## config.mk

```make
export PLATFORM = sky130hd
export DESIGN_NAME = pipe_hazard_ctrl
export DESIGN_NICKNAME = d
export VERILOG_FILES = /design/src/rtl/pipe_hazard_ctrl.sv
export SDC_FILE = /design/constraint.sdc
export NUM_CORES = 1
export LEC_CHECK = 0
export BUFFER_PORTS_ARGS = -buffer_cell sky130_fd_sc_hd__buf_2
export CORE_MARGIN = 1
export CORE_UTILIZATION = 45
export DETAILED_ROUTE_END_ITERATION = 10
export GPL_ROUTABILITY_DRIVEN = 0
export PLACE_DENSITY = 0.83
export RECOVER_POWER = 25
export SYNTH_ARGS = -nofsm -noshare
export SYNTH_HDL_FRONTEND = slang
export SYNTH_SLANG_ARGS = --single-unit
```

## constraint.sdc

```tcl
create_clock -name clk -period 1.9 [get_ports clk]
set_input_delay 0.475 -clock clk [delete_from_list [all_inputs] [get_ports clk]]
set_output_delay 0.475 -clock clk [all_outputs]
set_load 0.005 [all_outputs]
```

## src/rtl/pipe_hazard_ctrl.sv

```systemverilog
// Pipeline hazard controller: produces the w_en/bubble pairs for the four pipeline
// buffers and the PC write enable, handling load-use, taken-branch and memory-wait hazards.
module pipe_hazard_ctrl #(
  parameter int RA_W     = 4,
  parameter int MEM_WAIT = 2,
  parameter int CNT_W    = 16
) (
  input  logic            clk,
  input  logic            reset,
  input  logic [RA_W-1:0] id_rs1,
  input  logic [RA_W-1:0] id_rs2,
  input  logic            id_use_rs1,
  input  logic            id_use_rs2,
  input  logic            ex_is_load,
  input  logic [RA_W-1:0] ex_rd,
  input  logic            ex_br_taken,
  input  logic            mem_req,
  output logic            pc_w_en,
  output logic            if_id_w_en,
  output logic            if_id_bubble,
  output logic            id_ex_w_en,
  output logic            id_ex_bubble,
  output logic            ex_mem_w_en,
  output logic            ex_mem_bubble,
  output logic            mem_wb_w_en,
  output logic            mem_wb_bubble,
  output logic [CNT_W-1:0] stall_cnt,
  output logic [CNT_W-1:0] flush_cnt
);

  localparam int WCNT_W = (MEM_WAIT > 1) ? $clog2(MEM_WAIT) : 1;
  localparam logic [WCNT_W-1:0] WAIT_INIT = (MEM_WAIT > 0) ? WCNT_W'(MEM_WAIT - 1) : '0;

  typedef enum logic {RUN, MWAIT} state_e;

  state_e              state_q, state_d;
  logic [WCNT_W-1:0]   wcnt_q, wcnt_d;
  logic [CNT_W-1:0]    stall_cnt_q, flush_cnt_q;
  logic                flush_evt;
  logic                load_use;

  assign load_use = ex_is_load &
                    ((id_use_rs1 & (id_rs1 == ex_rd)) | (id_use_rs2 & (id_rs2 == ex_rd)));

  always_comb begin
    // NOTE: every output gets a default before any branch so no path infers a latch.
    pc_w_en       = 1'b1;
    if_id_w_en    = 1'b1;
    if_id_bubble  = 1'b0;
    id_ex_w_en    = 1'b1;
    id_ex_bubble  = 1'b0;
    ex_mem_w_en   = 1'b1;
    ex_mem_bubble = 1'b0;
    mem_wb_w_en   = 1'b1;
    mem_wb_bubble = 1'b0;
    state_d       = state_q;
    wcnt_d        = wcnt_q;
    flush_evt     = 1'b0;

    if (reset) begin
      pc_w_en       = 1'b0;
      if_id_w_en    = 1'b0;
      if_id_bubble  = 1'b1;
      id_ex_w_en    = 1'b0;
      id_ex_bubble  = 1'b1;
      ex_mem_w_en   = 1'b0;
      ex_mem_bubble = 1'b1;
      mem_wb_w_en   = 1'b0;
      mem_wb_bubble = 1'b1;
      state_d       = RUN;
      wcnt_d        = '0;
    end else if ((state_q == RUN && mem_req && MEM_WAIT > 0) ||
                 (state_q == MWAIT && wcnt_q != '0)) begin
      // Memory freeze: everything upstream of MEM holds, MEM/WB receives a NOP.
      pc_w_en       = 1'b0;
      if_id_w_en    = 1'b0;
      id_ex_w_en    = 1'b0;
      ex_mem_w_en   = 1'b0;
      mem_wb_bubble = 1'b1;
      if (state_q == RUN) begin
        state_d = MWAIT;
        wcnt_d  = WAIT_INIT;
      end else begin
        wcnt_d  = wcnt_q - WCNT_W'(1);
      end
    end else begin
      // Release cycle ignores mem_req: it is still the access that just finished.
      state_d = RUN;
      if (ex_br_taken) begin
        if_id_bubble = 1'b1;
        id_ex_bubble = 1'b1;
        flush_evt    = 1'b1;
      end else if (load_use) begin
        pc_w_en      = 1'b0;
        if_id_w_en   = 1'b0;
        id_ex_bubble = 1'b1;
      end
    end
  end

  // NOTE: sequential state uses non-blocking assignments so all registers update together.
  always_ff @(posedge clk) begin
    if (reset) begin
      state_q     <= RUN;
      wcnt_q      <= '0;
      stall_cnt_q <= '0;
      flush_cnt_q <= '0;
    end else begin
      state_q <= state_d;
      wcnt_q  <= wcnt_d;
      if (!pc_w_en && stall_cnt_q != '1) stall_cnt_q <= stall_cnt_q + CNT_W'(1);
      if (flush_evt && flush_cnt_q != '1) flush_cnt_q <= flush_cnt_q + CNT_W'(1);
    end
  end

  assign stall_cnt = stall_cnt_q;
  assign flush_cnt = flush_cnt_q;

endmodule
```

Word level (Yosys, flattened, before mapping):

Cells that the tools add are included.

* bits in registers: 34
* output and inout bits: 41

* add/sub/neg operators: 3
* eq/ne operators: 4
* mux-type cells: 19
* bitwise gates (word level): 5
* reduce and logical (&&, ||, !) cells: 6

Operators with widths (count)
* $add 16x1->16 const B: 2
* $ne 16x16->1 const B: 2
* $mux 1: 19
* $eq 4x4->1: 2
* $logic_and 1x1->1: 4
* $and 1x1->1: 3
* $logic_not 1->1: 1
* $logic_or 1x1->1: 1
* $not 1->1: 1
* $or 1x1->1: 1
* $sub 1x1->1 const B: 1

Longest topological paths before layout:

Gate-level depths: netlist (run 1).

* depth in word-level cells: 10
* mapped depth: 8
* mapped depth without buffers: 7

Least setup slack after synthesis (run 1):

OpenSTA, ideal clock, no wires.

* kind: input-to-output
* start point: in id_rs1[1]
* end point: out pc_w_en
* arrival: 1.495 ns
* data required time: 1.425 ns
* setup slack: -0.070 ns
* stages on the path: 7
* buffers on the path: 3
* cell sequence: xnor2_1 > nand3_1 > o22ai_2 > a31oi_4 > buf_6 > buf_2 > buf_4

* cells in the longest elaborated chain, start to end: 8

Ends and longest elaborated chain
* start: declaration: RTL line 10 `input logic [RA_W-1:0] id_rs1,`
* $eq 4x4->1: RTL line 43 `((id_use_rs1 & (id_rs1 == ex_rd)) | (id_use_rs2 & (id_rs2 == ex_rd)));`
* $and 1x1->1: RTL line 43
* $or 1x1->1: RTL line 43
* $and 1x1->1: RTL line 42 `assign load_use = ex_is_load &`
* $mux 1 (4 in a row)
* end: declaration: RTL line 18 `output logic pc_w_en,`

No other way between the ends.

Worst setup path after layout (run 1):

* start point: in ex_rd[3]
* end point: out if_id_w_en

* cells in the longest elaborated chain, start to end: 8
* elaborated cells between the ends (all ways): 10
* those cells by class: 2 x eq/ne; 4 x mux; 4 x bitwise

Ends and longest elaborated chain
* start: declaration: RTL line 15 `input logic [RA_W-1:0] ex_rd,`
* $eq 4x4->1: RTL line 43
* $and 1x1->1: RTL line 43
* $or 1x1->1 (*): RTL line 43
* $and 1x1->1 (*): RTL line 42
* $mux 1 (*): RTL line 93 `end else if (load_use) begin`
* $mux 1 (*): RTL line 89 `if (ex_br_taken) begin`
* $mux 1 (*): RTL line 72 `end else if ((state_q == RUN && mem_req && MEM_WAIT > 0) ||`
* $mux 1 (*): RTL line 60 `if (reset) begin`
* end: declaration: RTL line 19 `output logic if_id_w_en,`

Mark *: on every way between the ends. The rest lies on a longest branch, timed or not.

==> metrics.yaml, run 1 <==
status:
  status: "finished with violations"
  violations: "negative setup slack"
drt:
  ant_nets: 0
  routed_wirelength_um: 4680
  vias: 1847
  vias_per_cell: 5.37
  drcViolationCount: 0
  wl_per_cell_um: 13.6
  firstDrtPassIters: 4
  first_iter_violations: 58
setup_path:
  cp_top_family: "compound AO/OA/AOI/OAI gates"
  critPathBufInv: 3
  cp.arrival_ns: 1.45
  crit_top_cell: "buf_6"
  critPathMaxFanout: 3
  slowest_delay_ns: 0.26
  cp_num_cells: 7
  crit_required_ns: 1.42
  path_cells: "buf_6, xnor2_2, nand3_1, o22ai_2, a31oi_4, buf_6, buf_6"
  reg2reg_depth: 6
  startpoint_type: "primary input"
  crit_path_top_delay_cell: "o22ai_2"
  critical_path_class: "in2out"
  worstSetupEndpointType: "output pin"
layout:
  fin_area_mm2: 0.00259
  fin_nets: 317
  area_growth_pct: 42.8
  layout_common_cells: "buf_2, dfxtp_1, nor2_1"
  antennaDiodeCount: 0
  postLayoutCoreUtil_pct: 68.8
  drive_above_1_share_pct: 39.5
  final_common_cell: "buf_2"
timing:
  whs_ns: 0.485
  slew_headroom_pct: 71.8
  period_share_pct: 102
  finalSetupViolations: 3
  clock.fmax_mhz: 518
  drv_slew: 0
  fin_skew_ns: 0.00760
  min_period_ns: 1.93
  setup_ws_ns: -0.0292
  finalSetupTns_ns: -0.0752
  tightest_slew_ns: 0.423
  rsz0062_at_grt: "true"
  hold_violations: 0
power_and_ir_drop:
  clockPowerShare_pct: 40.6
  vdd_drop_max_uv: 454
  leakagePower_nw: 1.10
  powerDensity_mw_per_mm2: 643
  intPower_mw: 1.28
  power_frac_seq_pct: 44.2
  combPwrFrac_pct: 15.2
  power.switching_mw: 0.387
  power_switching_share_pct: 23.2
grt:
  grt_start_max_net_pins: 40
  use_met3_pct: 5.21
  grt_use_met2_pct: 42.0
  grt_busiest_layer: "met2"
  grt_pass1_wl_um: 7630
  antenna_found_initial: 0
  met1_usage_pct: 24.2
  grt_pass1_vias: 1773
  overflow: 0
  grt.total_usage_pct: 22.9
worst_hold_path:
  hp-class: "in2reg"
  holdPathStages: 3
floorplan:
  start_util_pct: 48.2
  rows: 22
  dieArea_mm2: 0.00430
  top_level_ports: 60
  fp.dieH_um: 65.5
  fp.coreArea_mm2: 0.00377
  die_w_um: 65.5
logic_synthesis:
  synthDistinctLibCells: 40
  syn-cell-area_mm2: 0.00182
  seq_area_frac_synth_pct: 37.5
  async_reset_ff_share_pct: 0
  ys_warn_count: 0
  synth.area.top_cells: "dfxtp_1, xor2_1, nor2_1"
  synth_top_area_share_pct: 37.5
  synth.avg_cell_area_um2: 8.41
  synth_edf_count: 0
  synth_ff_type: "dfxtp_1"
  ys_ff_latch: 34
  yosysTopAreaCell: "dfxtp_1"
  syn_inst: 216
  syn_nets: 237
placed_design:
  place_ws_ns: -0.273
  io_buffers: 59
  dp_hpwl_um: 3170
  placed_cell_area_mm2: 0.00228
cts:
  cts_tree: "built"
  ctsHoldBuffers: 0
  cts_sinks: 34
  h-tree-depth: 2
  clkLatencyLatePin_ns: 0.29
  cts-root-buf: "clkbuf_8"
  cts.path.max_buffers: 2
  numCtsBuffers: 5
  clk_pin_slew_worst_paths_ns: 0.07
job:
  drv_cap: 0
kinds of logic (layout without fill, tap and decap cells):
logic type,count (synthesis),in the layout,share of synthesized area (%)
muxes,8,8,5.51
and+or+nand+nor,106,106,31.1
xor gates and xnor gates,19,19,9.16
DFF,34,34,37.5
adders and majority gates,2,2,1.38
AOI/OAI and AO/OA,32,32,11.2
buffers and inverters,15,95,4.20
sequential cells by signal, summed over array words and instances, names as in the netlist:
signal and count:
stall_cnt 16, wcnt_q 1, flush_cnt 16, state_q 1
synthesized netlist by cell type, types with 2 or more instances:
library cell and count:
nand2_1 17, ha_1 2, and3_1 4, xor2_1 10, o21ai_0 13, a21oi_1 13
dfxtp_1 34, nor2b_1 7, inv_1 4, xnor2_1 9, buf_4 3, or3_1 12
mux2_2 5, nand4_1 13, nor2_1 23, nor4b_1 2, nand3_1 14, clkbuf_1 5
nor3_1 5
per-stage QoR:
step / power, mW / std cells
6_report: 1.67 / 344
5_1_grt: 1.73 / 344
4_1_cts: 1.66 / 344
3_5_place_dp: 0.954 / 333
3_3_place_gp: 0.946 / 333
2_1_floorplan: 0.861 / 216
layout make-up:
| type | count | area [um^2] |
|---|---|---|
| flip-flops and latches | 34 | 682 |
| multi-input cells | 167 | 1170 |
| well taps | 48 | 60.1 |
| repair buffers | 83 | 551 |
| clock inverters | 1 | 30.0 |
| clock buffers | 6 | 82.6 |
| fillers | 304 | 1180 |
| inverters | 5 | 18.8 |
per-layer routing:
metal | vias up | wire length, um
li1 | 919 | -
met1 | 871 | 1830
met2 | 50 | 2560
met3 | 7 | 227
met4 | 0 | 65
met5 | - | 0
power groups by stage:
stage	registers (mW)	clock network (mW)	logic (mW)
finish	0.737	0.678	0.253
global route	0.738	0.717	0.275
CTS	0.737	0.687	0.235
detailed placement	0.753	0	0.202
global placement	0.751	0	0.195
floorplan	0.758	0	0.103
tightest hold or removal path: cells and delay by family:
kind | cells | cell delay, ns
AND/OR/NAND/NOR | 2 | 0.13
buffers and inverters | 1 | 0.12
worst paths after layout:
path                start           end  slack [ns]
max              ex_rd[3]    if_id_w_en       -0.03
min               mem_req        wcnt_q        0.49
max reg2reg  stall_cnt[0]  stall_cnt[0]        0.10
min reg2reg  stall_cnt[4]  stall_cnt[4]        0.52
timing repair:
action / in CTS / in global routing
setup buffers: 4 / 1
gates resized for setup: 18 / 16
pin swaps: 7 / 17
endpoints found under the setup margin: 6 / 20
(Power assumes the default switching activity.)
==> inputs of run 2 (changes only) <==
Settings changed: CELL_PAD_IN_SITES_DETAIL_PLACEMENT set to 1, CELL_PAD_IN_SITES_GLOBAL_PLACEMENT set to 2, CORE_UTILIZATION 45 to 28, PLACE_DENSITY 0.83 to 0.86.
Clock period 1.9 ns to 1.8 ns, I/O delays scaled along.
==> run 2 against run 1 <==
  * Total power decreased by 2.4%
  * Critical path depth unchanged
  * The run still ends with negative setup slack left
  * Final cell count increased by 15%
  * Worst setup slack got worse by 0.089 ns
  * Die area increased by 59%
  * Non-clock buffer count increased by 22
  * Wire length increased by 18%
  * Sequential power increased by 5.3%
  * Via count increased by 5.7%
  * Sequential share of layout area decreased by 1.9 points
  * Critical endpoint is now pc_w_en
  * Largest cell class unchanged
  * Clock power decreased by 14%
==> metrics.yaml, run 2 (synthesized netlist as in run 1, its figures left out) <==
status:
  status: "finished with violations"  # unchanged
  violations: "negative setup slack"  # unchanged
timing:
  tightest_slew_ns: 0.456  # was 0.423 ns
  slew_headroom_pct: 69.6  # was 71.8%
  min_period_ns: 1.92
  setup_ws_ns: -0.118  # was -0.0292 ns
  rsz0062_at_grt: "true"  # unchanged
  period_share_pct: 107
  clock.fmax_mhz: 521
  hold_violations: 0  # unchanged
  fin_skew_ns: 0.00253  # was 0.00760 ns
  finalSetupViolations: 14  # was 3
  drv_slew: 0  # unchanged
cts:
  cts.path.max_buffers: 2  # unchanged
  cts_sinks: 34  # unchanged
  clkLatencyLatePin_ns: 0.28  # was 0.29 ns
  h-tree-depth: 2  # unchanged
  cts-root-buf: "clkbuf_8"  # unchanged
  cts_tree: "built"  # unchanged
  clk_pin_slew_worst_paths_ns: 0.07  # about the same
  numCtsBuffers: 5  # unchanged
layout:
  area_growth_pct: 54.3  # was 42.8%
  fin_nets: 339  # was 317
  antennaDiodeCount: 0  # unchanged
  final_common_cell: "buf_2"  # unchanged
  fin_cells: 394  # was 344
  layout_common_cells: "buf_2, buf_4, dfxtp_1"  # was buf_2, dfxtp_1, nor2_1
  drive_above_1_share_pct: 46.7  # was 39.5%
placed_design:
  place_ws_ns: -0.350  # was -0.273 ns
  io_buffers: 59  # unchanged
  dp_hpwl_um: 4010  # was 3170 um
  place_inst: 383  # was 333
setup_path:
  crit_required_ns: 1.35  # was 1.42 ns
  worstSetupEndpointType: "output pin"  # unchanged
  critPathMaxFanout: 4  # was 3
  cp.arrival_ns: 1.47  # was 1.45 ns
  startpoint_type: "primary input"  # unchanged
  critical_path_class: "in2out"  # unchanged
drt:
  firstDrtPassIters: 4  # unchanged
  wl_met2_um: 2850  # was 2560 um
  route.met3.wl_um: 202  # was 227 um
  drcViolationCount: 0  # unchanged
  top_layer: "met4"  # unchanged
  ant_nets: 0  # unchanged
  vias_per_cell: 4.96  # was 5.37
  first_iter_violations: 53  # was 58
  drt-met1-wl_um: 2440  # was 1830 um
  vias: 1953  # was 1847
  wl_per_cell_um: 14.1  # was 13.6 um
  routed_wirelength_um: 5540  # was 4680 um
floorplan:
  rows: 28  # was 22
  fp.coreArea_mm2: 0.00610  # was 0.00377 mm^2
  top_level_ports: 60  # unchanged
  start_util_pct: 29.8  # was 48.2%
  dieArea_mm2: 0.00681  # was 0.00430 mm^2
  fp.dieH_um: 82.6  # was 65.5 um
  die_w_um: 82.6  # was 65.5 um
power_and_ir_drop:
  vdd_drop_max_uv: 338  # was 454 uV
  leakagePower_nw: 1.23  # was 1.10 nW
  powerDensity_mw_per_mm2: 581  # was 643 mW/mm^2
grt:
  overflow: 0  # unchanged
  grt.total_usage_pct: 17.6  # was 22.9%
  grt_pass1_vias: 2022  # was 1773
  grt_start_max_net_pins: 40  # unchanged
  antenna_found_initial: 0  # unchanged
  grt_pass1_wl_um: 9240  # was 7630 um
job:
  drv_cap: 0  # unchanged
worst_hold_path:
  hp-class: "reg2reg"  # was in2reg
[run 2: cell count changes in the layout (fill, tap and decap cells not counted), sizes merged]
cell	change
buf	+25
bufinv	-1
clkbuf	-2
clkinv	+1
[run 2: per-stage QoR]
step                      instance area, um^2  util, %  hold slack [ns]  TNS, ns  total power [mW]
final                                    2800     46.0            0.454   -0.520              1.63
after global routing                     2800     46.0            0.479    -1.65              1.72
after CTS                                2730     44.8            0.465   -0.338              1.65
after detailed placement                 2510     41.2            0.504    -4.19              1.03
after global placement                   2510     41.2            0.489    -2.55              1.02
after floorplan                          1860        -            0.476  -0.0291             0.913
[run 2: layout make-up]
class	count	area (um^2)
Timing Repair Buffer	105	688
Sequential cell	34	684
Multi-Input combinational cell	167	1230
Fill cell	761	3290
Inverter	5	18.8
Clock buffer	7	86.3
Clock inverter	1	5.00
Tap cell	75	93.8
[run 2: worst paths after layout]
path	startpoint	endpoint	slack, ns	cells after the start
max reg2reg	stall_cnt[3]	stall_cnt[6]	0.04	6
max	ex_rd[1]	pc_w_en	-0.12	7
min reg2reg	state_q	wcnt_q	0.45	1
min	state_q	wcnt_q	0.45	1
[run 2: layer usage]
metal / up-vias / GRT usage, %
met2: 41 / 33.3
met1: 942 / 20.0
met5: - / 0
li1: 963 / -
met4: 0 / 3.62
met3: 7 / 3.74
[run 2: critical path, cell delays in order]
cell	delay, ns
buf_6	0.10
xnor2_2	0.14
nand3_1	0.11
o22ai_2	0.25
a31oi_4	0.16
buf_12	0.16
buf_6	0.10
[run 2: power by group]
part           switching (mW)  internal (mW)
Combinational           0.127          0.141
Clock                   0.274          0.309
Sequential             0.0111          0.765
Total                   0.412           1.21
[run 2: timing repair]
item | 4_1_cts | 5_1_grt
pin swaps | 14 | 13
setup buffers | 3 | 0
resized for setup | 22 | 16
endpoints found under the setup margin | 9 | 29
hold buffers | 0 | 0
